### src/rtl/beta_pkg.sv
// Shared opcodes, PCSEL/WDSEL encodings and the control bundle for the Beta control unit.
package beta_pkg;

  localparam logic [5:0] OP_LD  = 6'b011000;
  localparam logic [5:0] OP_ST  = 6'b011001;
  localparam logic [5:0] OP_JMP = 6'b011011;
  localparam logic [5:0] OP_BEQ = 6'b011100;
  localparam logic [5:0] OP_BNE = 6'b011101;
  localparam logic [5:0] OP_LDR = 6'b011111;

  localparam logic [2:0] PC_INC   = 3'd0;
  localparam logic [2:0] PC_BR    = 3'd1;
  localparam logic [2:0] PC_JMP   = 3'd2;
  localparam logic [2:0] PC_ILLOP = 3'd3;
  localparam logic [2:0] PC_XADR  = 3'd4;

  localparam logic [1:0] WD_PC  = 2'd0;
  localparam logic [1:0] WD_ALU = 2'd1;
  localparam logic [1:0] WD_MEM = 2'd2;

  // is_beq/is_bne let the top resolve PCSEL against Z outside the pure opcode decode.
  typedef struct packed {
    logic [5:0] alufn;
    logic       asel;
    logic       bsel;
    logic       moe;
    logic       mwr;
    logic [2:0] pcsel;
    logic       ra2sel;
    logic       wasel;
    logic [1:0] wdsel;
    logic       werf;
    logic       is_beq;
    logic       is_bne;
  } ctrl_t;

  function automatic ctrl_t illop_ctrl();
    ctrl_t c;
    c       = '0;
    c.pcsel = PC_ILLOP;
    c.wasel = 1'b1;
    c.wdsel = WD_PC;
    c.werf  = 1'b1;
    return c;
  endfunction

endpackage

### src/rtl/beta_opcode_decode.sv
// Combinational opcode -> control bundle decode for the Beta.
// BETA_MULDIV_EN: when defined, MUL/DIV opcodes decode as ALU ops instead of ILLOP.
module beta_opcode_decode
  import beta_pkg::*;
#(
  parameter logic [5:0] LDST_ALUFN = 6'b100000,
  parameter logic [5:0] LDR_ALUFN  = 6'b111111
) (
  input  logic [5:0] op,
  output ctrl_t      ctrl
);

  logic nib_ok;
  logic muldiv;
  logic alu_ok;

  // Low nibbles x111 are unassigned in both OP and OPC groups.
  assign nib_ok = (op[2:0] != 3'b111);
  assign muldiv = (op[3:1] == 3'b001);

`ifdef BETA_MULDIV_EN
  assign alu_ok = nib_ok;
`else
  assign alu_ok = nib_ok & ~muldiv;
`endif

  always_comb begin
    ctrl = illop_ctrl();
    if (op[5]) begin
      if (alu_ok) begin
        ctrl       = '0;
        ctrl.alufn = op;
        ctrl.bsel  = op[4];
        ctrl.wdsel = WD_ALU;
        ctrl.werf  = 1'b1;
      end
    end else begin
      case (op)
        OP_LD: begin
          ctrl       = '0;
          ctrl.alufn = LDST_ALUFN;
          ctrl.bsel  = 1'b1;
          ctrl.moe   = 1'b1;
          ctrl.wdsel = WD_MEM;
          ctrl.werf  = 1'b1;
        end
        OP_ST: begin
          ctrl        = '0;
          ctrl.alufn  = LDST_ALUFN;
          ctrl.bsel   = 1'b1;
          ctrl.ra2sel = 1'b1;
          ctrl.mwr    = 1'b1;
        end
        OP_JMP: begin
          ctrl       = '0;
          ctrl.pcsel = PC_JMP;
          ctrl.wdsel = WD_PC;
          ctrl.werf  = 1'b1;
        end
        OP_BEQ: begin
          ctrl        = '0;
          ctrl.wdsel  = WD_PC;
          ctrl.werf   = 1'b1;
          ctrl.is_beq = 1'b1;
        end
        OP_BNE: begin
          ctrl        = '0;
          ctrl.wdsel  = WD_PC;
          ctrl.werf   = 1'b1;
          ctrl.is_bne = 1'b1;
        end
        OP_LDR: begin
          ctrl       = '0;
          ctrl.alufn = LDR_ALUFN;
          ctrl.asel  = 1'b1;
          ctrl.moe   = 1'b1;
          ctrl.wdsel = WD_MEM;
          ctrl.werf  = 1'b1;
        end
        default: ctrl = illop_ctrl();
      endcase
    end
  end

endmodule

### src/rtl/beta_ctrl_unit.sv
// Beta control unit: opcode decode plus reset override, interrupt-pending latch and branch resolve.
// BETA_MULDIV_EN (see beta_opcode_decode) enables MUL/DIV decode.
module beta_ctrl_unit
  import beta_pkg::*;
#(
  parameter logic [5:0] LDST_ALUFN = 6'b100000,
  parameter logic [5:0] LDR_ALUFN  = 6'b111111
) (
  input  logic        clk,
  input  logic        RESET_N,
  input  logic        IRQ,
  input  logic        SUP,
  input  logic        Z,
  input  logic [31:0] instruction,
  output logic [5:0]  ALUFN,
  output logic        ASEL,
  output logic        BSEL,
  output logic        MOE,
  output logic        MWR,
  output logic [2:0]  PCSEL,
  output logic        RA2SEL,
  output logic        WASEL,
  output logic [1:0]  WDSEL,
  output logic        WERF
);

  ctrl_t dec;
  ctrl_t ctl;
  logic  irq_pend;
  logic  take;
  logic  unused_bits;

  beta_opcode_decode #(
    .LDST_ALUFN(LDST_ALUFN),
    .LDR_ALUFN (LDR_ALUFN)
  ) u_decode (
    .op  (instruction[31:26]),
    .ctrl(dec)
  );

  assign take = irq_pend & ~SUP;

  // A new request outranks the clear, so a still-asserted IRQ keeps the latch set.
  always_ff @(posedge clk or negedge RESET_N) begin
    if (!RESET_N) begin
      irq_pend <= 1'b0;
    end else if (IRQ) begin
      irq_pend <= 1'b1;
    end else if (take) begin
      irq_pend <= 1'b0;
    end
  end

  always_comb begin
    ctl = dec;
    if (dec.is_beq) ctl.pcsel = Z ? PC_BR : PC_INC;
    if (dec.is_bne) ctl.pcsel = Z ? PC_INC : PC_BR;
    if (take) begin
      ctl       = '0;
      ctl.pcsel = PC_XADR;
      ctl.wasel = 1'b1;
      ctl.wdsel = WD_PC;
      ctl.werf  = 1'b1;
    end
    if (!RESET_N) ctl = '0;
  end

  assign ALUFN  = ctl.alufn;
  assign ASEL   = ctl.asel;
  assign BSEL   = ctl.bsel;
  assign MOE    = ctl.moe;
  assign MWR    = ctl.mwr;
  assign PCSEL  = ctl.pcsel;
  assign RA2SEL = ctl.ra2sel;
  assign WASEL  = ctl.wasel;
  assign WDSEL  = ctl.wdsel;
  assign WERF   = ctl.werf;

  assign unused_bits = ^{instruction[25:0], ctl.is_beq, ctl.is_bne};

endmodule

### config.mk
export PLATFORM = sky130hd
export DESIGN_NAME = beta_ctrl_unit
export DESIGN_NICKNAME = d
export VERILOG_FILES = /design/src/rtl/beta_pkg.sv /design/src/rtl/beta_opcode_decode.sv /design/src/rtl/beta_ctrl_unit.sv
export SDC_FILE = /design/constraint.sdc
export NUM_CORES = 1
export LEC_CHECK = 0
export BUFFER_PORTS_ARGS = -buffer_cell sky130_fd_sc_hd__buf_2
export CAP_MARGIN = 10
export CORE_MARGIN = 3
export CORE_UTILIZATION = 36
export DETAILED_ROUTE_END_ITERATION = 10
export PLACE_DENSITY = 0.88
export REMOVE_ABC_BUFFERS = 1
export SLEW_MARGIN = 15
export SYNTH_ARGS = -nofsm -noshare
export SYNTH_HDL_FRONTEND = slang
export SYNTH_HIERARCHICAL = 1
export SYNTH_SLANG_ARGS = --single-unit
### constraint.sdc
create_clock -name clk -period 2.5 [get_ports clk]
set_clock_uncertainty 0.1 [all_clocks]
set_input_delay 0.5 -clock clk [delete_from_list [all_inputs] [get_ports clk]]
set_output_delay 0.5 -clock clk [all_outputs]
set_load 0.02 [all_outputs]
==> flow_metrics.tcl, run 1 <==
set metrics [dict create \
    status "complete, no violations" \
    tightest_slew_ns 0.505 \
    finalWirelength_um 1550 \
    regMostFlops "irq_pend" \
    hold_path_class "in -> async" \
    grt_pass1_vias 575 \
    fill_cells 144 \
    seqPwrFrac 0.152 \
    regToRegStartpoint "irq_pend" \
    hold_viol 0 \
    finalPower_w 0.000124 \
    largest_reg_flops 1 \
    path_max_fanout 13 \
    finalCriticalPeriod_ns 2.40 \
    initial_core_util 0.415 \
    ir_worst_vdd_v 0.000147 \
    gp_congestion 0.795 \
    synth_warnings 6 \
    setup_violations 0 \
    synthesis.instances 86 \
    cts_hold_buf 0 \
    syn_area_um2 581 \
    p_sw_w 0.0000636 \
    sw_frac_of_total 0.514 \
    nets 144 \
    p_clk_frac 0 \
    postSynthAreaPerCell_um2 6.75 \
    slew_headroom 0.663 \
    arrival_ns 1.80 \
    yosysMostFrequentCell "and3_1" \
    r2r_cells 1 \
    startpoint_type "primary input" \
    internal_power_w 0.0000603 \
    rsz0062_at_grt "no" \
    fmax_ghz 0.417 \
    drt-wirelength-per-cell_um 12.9 \
    die_y_um 46.2 \
    crit_required_ns 1.90 \
    grt_max_degree 20 \
    dr.pass1.iters 4 \
    grt_use_total 0.158 \
    r2r-end "irq_pend" \
    die-area_um2 2130 \
    synth_async_sr_flop_share 1.00 \
    power.density_nw_per_um2 184 \
    io_pins 55 \
    fin_setup_tns_ns 0 \
    yosysTopAreaCellShare 0.151 \
    grt-ovfl-total 0 \
    synth_edf_count 0 \
    worstSkewPairLatency_ns 0 \
    p_leak_nw 0.390 \
    min_period_over_period 0.960 \
    drt_iter0_drc 12 \
    startpoint "instruction[28]" \
    combPwrFrac 0.848 \
    antenna_cells 0 \
    drive_gt1_frac 0.362 \
    crit_type "in -> out" \
    max_cap_viol_count 0 \
    maxSlewViolCount 0 \
    core_area_um2 1400 \
    hpwlAfterDp_um 1200 \
    port_buffers 28 \
    yosys-top-cells-count "14 x and3_1, 6 x nand2_1, 5 x buf_4, 5 x o21a_1" \
    clk_pin_slew_ns 0 \
    worst_setup_path_end_kind "output pin" \
    grt_pass1_wl_um 2640 \
    row_count 13 \
    syn2layout_area_growth_pct 16.2 \
    die_w_um 46.2 \
    ys_seq_area_frac 0.0431 \
    synth.top_cells.by_area "and3_1 15%, buf_4 6.5%, o21a_1 6.5%" \
    via_per_inst 5.84 \
    synth-seq-cells 1 \
    drcViolationCount 0 \
    post_cts_buffers 0 \
    yosysTopAreaCell "and3_1" \
    synthFlopType "dfrtp_1" \
    ys_types 39 \
    r2r_slack_ns 1.70 \
    vias 701 \
    antenna_found_initial 0 \
    cts.repair.resized 0 \
    largestRegisters "irq_pend (1)" \
    postRouteAntennaNets 0 \
]
## critical path, stage by stage
cell	delay [ns]
buf_2	0.19
nand4_1	0.14
nor3_1	0.15
buf_4	0.16
mux2_4	0.29
o2111a_1	0.22
buf_2	0.15
## worst max path at each step
stage	to	slack (ns)	depth (start not counted)
2_1_floorplan	PCSEL[0]	0.34	5
3_3_place_gp	PCSEL[0]	0.13	7
3_5_place_dp	PCSEL[0]	0.11	7
4_1_cts	PCSEL[0]	0.10	7
5_1_grt	PCSEL[0]	0.006	7
6_report	PCSEL[0]	0.10	7
## metal layers
metal  GRT usage  vias to the layer above  share of wire
met5           0                        -              0
met4      0.0227                        0         0.0052
met3     0.00781                        2          0.083
met2       0.272                       29           0.48
met1       0.219                      319           0.43
li1            -                      351              -
## cells in the final DEF (no fill, tap or decap), drive strengths merged
cell	Yosys	routed
nand2b	2	2
nor2b	2	2
buf	10	30
conb	1	1
nor3	2	2
and2b	1	1
and4	1	1
nand4	1	1
nand3	3	3
and3	14	14
o21a	5	5
o211ai	1	1
o21ai	4	4
dfrtp	1	1
a21boi	2	2
a221o	1	1
mux2	2	2
nor3b	2	2
nand3b	1	1
and3b	1	1
nor2	4	4
a221oi	1	1
inv	4	4
o22ai	1	1
nand2	6	6
nand4b	1	1
a21o	2	2
or3	3	3
o2111a	1	1
or2b	1	1
a21oi	4	4
## final cells by class
class | instances | area (µm²) | area share
Multi-Input combinational cell | 70 | 460 | 0.683
Timing Repair Buffer | 30 | 155 | 0.230
Sequential cell | 1 | 25.0 | 0.0371
Tap cell | 15 | 18.8 | 0.0278
Inverter | 4 | 15.0 | 0.0223
## logic make-up (layout without fill, tap and decap cells)
family	Yosys count	in the layout	share of synthesized area
other cells	1	1	0.00646
simple gates	45	45	0.481
mux	2	2	0.0452
compound gates	22	22	0.261
flops	1	1	0.0431
buf+inv	15	34	0.164
## power groups by stage
stage               logic [W]  registers [W]  clock network (W)
floorplan           0.0000621      0.0000187                  0
global placement     0.000100      0.0000188                  0
detailed placement   0.000104      0.0000189                  0
CTS                  0.000104      0.0000189                  0
global route         0.000116      0.0000192                  0
finish               0.000105      0.0000188                  0
## metrics by stage
stage / area, µm² / setup WS [ns] / util / hold WS [ns] / instances
detailed placement: 674 / 0.107 / 0.482 / 0.275 / 120
CTS: 674 / 0.105 / 0.482 / 0.277 / 120
global placement: 674 / 0.128 / 0.482 / 0.269 / 120
global route: 674 / 0.00575 / 0.482 / 0.295 / 120
finish: 674 / 0.100 / 0.482 / 0.277 / 120
floorplan: 500 / 0.343 / - / 0.104 / 75
Note: power is estimated with default switching activity, not from simulation.
==> inputs of run 2 (changes only) <==
--- a/config.mk
+++ b/config.mk
@@ -5,10 +5,11 @@
 export SDC_FILE = /design/constraint.sdc
 export NUM_CORES = 1
 export LEC_CHECK = 0
+export ABC_AREA = 1
 export BUFFER_PORTS_ARGS = -buffer_cell sky130_fd_sc_hd__buf_2
 export CAP_MARGIN = 10
 export CORE_MARGIN = 3
-export CORE_UTILIZATION = 36
+export CORE_UTILIZATION = 34
 export DETAILED_ROUTE_END_ITERATION = 10
 export PLACE_DENSITY = 0.88
 export REMOVE_ABC_BUFFERS = 1
==> flow_metrics.tcl, run 2 <==
set metrics [dict create \
    cpLargestDelayFamily "simple AND/OR/NAND/NOR gates" \
    synth_warnings 6 \
    arrival_ns 1.64 \
    yosys-top-cells-count "29 x inv_1, 16 x nand2_1, 11 x nor2_1, 11 x nor2_2, 8 x nand3_1" \
    gp_congestion 0.715 \
    postRouteAntennaNets 0 \
    crit_chain "buf_2, nor2_4, nand2_1, nor2_2, nor2_1, nand3_2, inv_1, inv_1, nor2_1, nor2_1, nor2_1, buf_2" \
    crit_type "in -> out" \
    vias 584 \
    fill_cells 153 \
    ys_seq_area_frac 0.0482 \
    crit_required_ns 1.90 \
    grt_use_total 0.108 \
    maxSlewViolCount 0 \
    drt-wirelength-per-cell_um 8.12 \
    globalRouteMet1Util 0.122 \
    yosysMostFrequentCell "inv_1" \
    layout_commonest_cell "inv_1" \
    multi_input_comb_area_um2 337 \
    via_per_inst 4.23 \
    io_pins 55 \
    path_max_fanout 7 \
    port_buffers 28 \
    fin_setup_tns_ns 0 \
    synth_xor_area_frac 0 \
    ir_worst_vdd_v 0.0000927 \
    nets 162 \
    yosysTopAreaCell "inv_1" \
    antenna_cells 0 \
    min_period_over_period 0.895 \
    yosys.area_share.adder 0 \
    yosys.area_share.simple 0.549 \
    worst-path-buf-inv 4 \
    fmax_ghz 0.447 \
    power.density_nw_per_um2 178 \
    drt_iter0_drc 9 \
    hold_path_class "in -> async" \
    muxShareOfSynthArea 0 \
    worst_setup_path_end_kind "output pin" \
    synth_async_sr_flop_share 1.00 \
    slowest_stage "nor2_4" \
    grt_pass1_wl_um 1760 \
    initial_core_util 0.380 \
    synth.top_cells.by_area "inv_1 21%, nor2_2 13%, nand2_1 12%" \
    syn_area_um2 519 \
    hold_viol 0 \
    die_y_um 45.1 \
    status "complete, no violations" \
    synth_top_family_by_area "simple AND/OR/NAND/NOR gates" \
    synth-seq-cells 1 \
    worstSkewPairLatency_ns 0 \
    cts_hold_buf 0 \
    die-area_um2 2030 \
    dr.pass1.iters 4 \
    setup_violations 0 \
    synthesis.instances 100 \
    die_w_um 45.1 \
    hpwlAfterDp_um 1000 \
    finalCriticalPeriod_ns 2.24 \
    p_leak_nw 0.435 \
    postSynthAreaPerCell_um2 5.19 \
    final-seq-area_um2 25.0 \
    rsz0062_at_grt "no" \
    drive_gt1_frac 0.390 \
    synth_edf_count 0 \
    layout_setup_ws_ns 0.263 \
    synthFlopType "dfrtp_1" \
    synth_compound_area_frac 0.0916 \
    use_met3 0.00797 \
    max_cap_viol_count 0 \
    syn2layout_area_growth_pct 22.7 \
    post_cts_buffers 0 \
    post-place-ws_ns 0.271 \
    core_area_um2 1370 \
    finalWirelength_um 1120 \
    yosysTopAreaCellShare 0.210 \
    drcViolationCount 0 \
    antenna_found_initial 0 \
    ys_types 16 \
    largestRegisters "irq_pend (1)" \
    regMostFlops "irq_pend" \
    row_count 13 \
    grtUsageMet2 0.226 \
    startpoint_type "primary input" \
    cpMostUsedCell "nor2_1" \
    grt_max_degree 15 \
    grt_pass1_vias 441 \
    grt-ovfl-total 0 \
    final_cell_mix "29 x inv_1, 28 x buf_2, 16 x nand2_1" \
    grt.busiest_layer "met2" \
    largest_reg_flops 1 \
    cts.repair.resized 0 \
    max_stage_delay_ns 0.18 \
    clk_pin_slew_ns 0 \
]
-- run 2: cell type report --
cell class	instances	share of cell area
inverters	31	0.183
repair buffers	28	0.220
well taps	15	0.0295
multi-input cells	63	0.528
flip-flops and latches	1	0.0393
-- run 2: layer usage --
metal / routed length (µm) / part of all wire
met5: 0 / 0
met1: 462 / 0.41
met4: 0 / 0
met2: 594 / 0.53
met3: 63 / 0.056
-- run 2: path summary, 6_finish.rpt --
path,startpoint,to,slack (ns),cells past startpoint
max,instruction[31],PCSEL[0],0.26,12
min reg2reg,irq_pend,irq_pend,0.45,1
max reg2reg,irq_pend,irq_pend,1.69,1
min,RESET_N,irq_pend,0.21,1
min in group clk,irq_pend,irq_pend,0.45,1
max in group asynchronous,RESET_N,irq_pend,1.96,1
-- run 2: per-stage QoR --
step	util	cell area [µm²]	total power, W	instances	hold slack [ns]
final	0.466	637	0.000113	138	0.213
after global placement	0.466	637	0.000111	138	0.211
after floorplan	-	478	0.0000840	95	0.104
after CTS	0.466	637	0.000114	138	0.213
after global routing	0.466	637	0.000124	138	0.222
after detailed placement	0.466	637	0.000114	138	0.214
-- run 2: cells by family (layout without fill, tap and decap cells) --
group           after synthesis  after routing
simple gates                 53             53
buf+inv                      36             59
compound gates                9              9
other cells                   1              1
flops                         1              1
-- run 2: where the power goes --
| part | internal (W) | total [W] | switching, W |
|---|---|---|---|
| clock network | 0 | 0 | 0 |
| logic | 0.0000319 | 0.0000943 | 0.0000625 |
| registers | 0.0000176 | 0.0000188 | 0.00000122 |
| total | 0.0000494 | 0.000113 | 0.0000637 |
==> inputs of run 3 (changes only) <==
--- a/config.mk
+++ b/config.mk
@@ -9,9 +9,10 @@
 export BUFFER_PORTS_ARGS = -buffer_cell sky130_fd_sc_hd__buf_2
 export CAP_MARGIN = 10
 export CORE_MARGIN = 3
-export CORE_UTILIZATION = 34
+export CORE_UTILIZATION = 37
 export DETAILED_ROUTE_END_ITERATION = 10
-export PLACE_DENSITY = 0.88
+export MAX_ROUTING_LAYER = met4
+export PLACE_DENSITY = 0.94
 export REMOVE_ABC_BUFFERS = 1
 export SLEW_MARGIN = 15
 export SYNTH_ARGS = -nofsm -noshare
==> constraint.sdc (replaced) <==
create_clock -name clk -period 2.75 [get_ports clk]
set_clock_uncertainty 0.1 [all_clocks]
set_input_delay 0.55 -clock clk [delete_from_list [all_inputs] [get_ports clk]]
set_output_delay 0.55 -clock clk [all_outputs]
set_load 0.02 [all_outputs]
==> flow_metrics.tcl, run 3 (same netlist as run 2, synthesis figures left out) <==
set metrics [dict create \
    layout_commonest_cell "inv_1" \
    fmax_ghz 0.427 \
    maxSlewViolCount 0 \
    drt_iter0_drc 5 \
    crit_type "in -> out" \
    worstSkewPairLatency_ns 0 \
    ir_worst_vdd_v 0.000108 \
    antenna_found_initial 0 \
    p_sw_w 0.0000582 \
    post_cts_buffers 0 \
    hold_viol 0 \
    port_buffers 28 \
    grt-ovfl-total 0 \
    gp_congestion 0.769 \
    path_max_fanout 5 \
    top_layer_used "met3" \
    fill_cells 146 \
    hpwlAfterDp_um 1040 \
    worst_setup_path_end_kind "output pin" \
    grt_max_degree 15 \
    drt-wirelength-per-cell_um 8.65 \
    startpoint_type "primary input" \
    met1_length_um 508 \
    syn2layout_area_growth_pct 22.4 \
    grt_use_total 0.117 \
    die_y_um 43.5 \
    antenna_cells 0 \
    largestRegisters "irq_pend (1)" \
    finalCriticalPeriod_ns 2.34 \
    final_cell_mix "29 x inv_1, 28 x buf_2, 16 x nand2_1" \
    die-area_um2 1890 \
    io_pins 55 \
    hold_path_class "in -> async" \
    internal_power_w 0.0000450 \
    nets 162 \
    clk_pin_slew_ns 0 \
    wl_met3_um 59 \
    max_cap_viol_count 0 \
    combPwrFrac 0.834 \
    crit_required_ns 2.10 \
    p_leak_nw 0.435 \
    arrival_ns 1.69 \
    postRouteAntennaNets 0 \
    rsz0062_at_grt "no" \
    via_per_inst 4.39 \
    status "complete, no violations" \
    wl_met2_um 617 \
    core_area_um2 1200 \
    fin_setup_tns_ns 0 \
    die_w_um 43.5 \
    grt_pass1_vias 475 \
    finalWirelength_um 1190 \
    drcViolationCount 0 \
    cts_hold_buf 0 \
    cts.repair.resized 0 \
    vias 602 \
    setup_violations 0 \
    dr.pass1.iters 4 \
    power.density_nw_per_um2 162 \
    largest_reg_flops 1 \
    layout_setup_ws_ns 0.406 \
    post-place-ws_ns 0.416 \
    sw_frac_of_total 0.564 \
    min_period_over_period 0.852 \
    row_count 12 \
    seqPwrFrac 0.166 \
    regMostFlops "irq_pend" \
    initial_core_util 0.432 \
    grt_pass1_wl_um 1840 \
    p_clk_frac 0 \
    drive_gt1_frac 0.390 \
]
## run 3: cell counts in the layout (fill, tap and decap cells not counted)
Identical to the previous run, type by type.
## run 3: path summary, 6_finish.rpt
check	end	slack, ns	cells past startpoint	start
max	PCSEL[0]	0.41	12	instruction[27]
min	irq_pend	0.26	1	RESET_N
max reg2reg	irq_pend	1.96	1	irq_pend
min reg2reg	irq_pend	0.44	1	irq_pend
max in group asynchronous	irq_pend	2.16	1	RESET_N
min in group clk	irq_pend	0.44	1	irq_pend
## run 3: critical path, stage by stage
cell	delay, ns
buf_2	0.13
nor2_1	0.19
nand2_1	0.09
nor2_2	0.16
nor2_1	0.09
nand3_2	0.07
inv_1	0.05
inv_1	0.04
nor2_1	0.03
nor2_1	0.10
nor2_1	0.04
buf_2	0.15
## run 3: power groups by stage
stage	Clock, W	Sequential [W]	Combinational (W)
after CTS	0	0.0000171	0.0000867
after global routing	0	0.0000172	0.0000953
after detailed placement	0	0.0000171	0.0000865
final	0	0.0000171	0.0000861
after floorplan	0	0.0000169	0.0000594
after global placement	0	0.0000170	0.0000839
## run 3: cell type report
cell class	instances	area (µm²)	area share
sequential	1	25.0	0.0394
multi-input combinational	63	337	0.530
timing repair buffer	28	140	0.220
tap	14	17.5	0.0276
inverter	31	116	0.183
## run 3: stage by stage
step | area (µm²) | power (W) | utilization | std cells | hold slack (ns)
2_1_floorplan | 478 | 0.0000764 | - | 95 | 0.154
3_3_place_gp | 636 | 0.000101 | 0.529 | 137 | 0.261
3_5_place_dp | 636 | 0.000104 | 0.529 | 137 | 0.262
4_1_cts | 636 | 0.000104 | 0.529 | 137 | 0.262
5_1_grt | 636 | 0.000112 | 0.529 | 137 | 0.269
6_report | 636 | 0.000103 | 0.529 | 137 | 0.262
## run 3: metal layers
layer	up-vias	track usage
met4	0	0.0241
met5	-	-
met2	14	0.221
li1	331	-
met1	257	0.138
met3	0	0
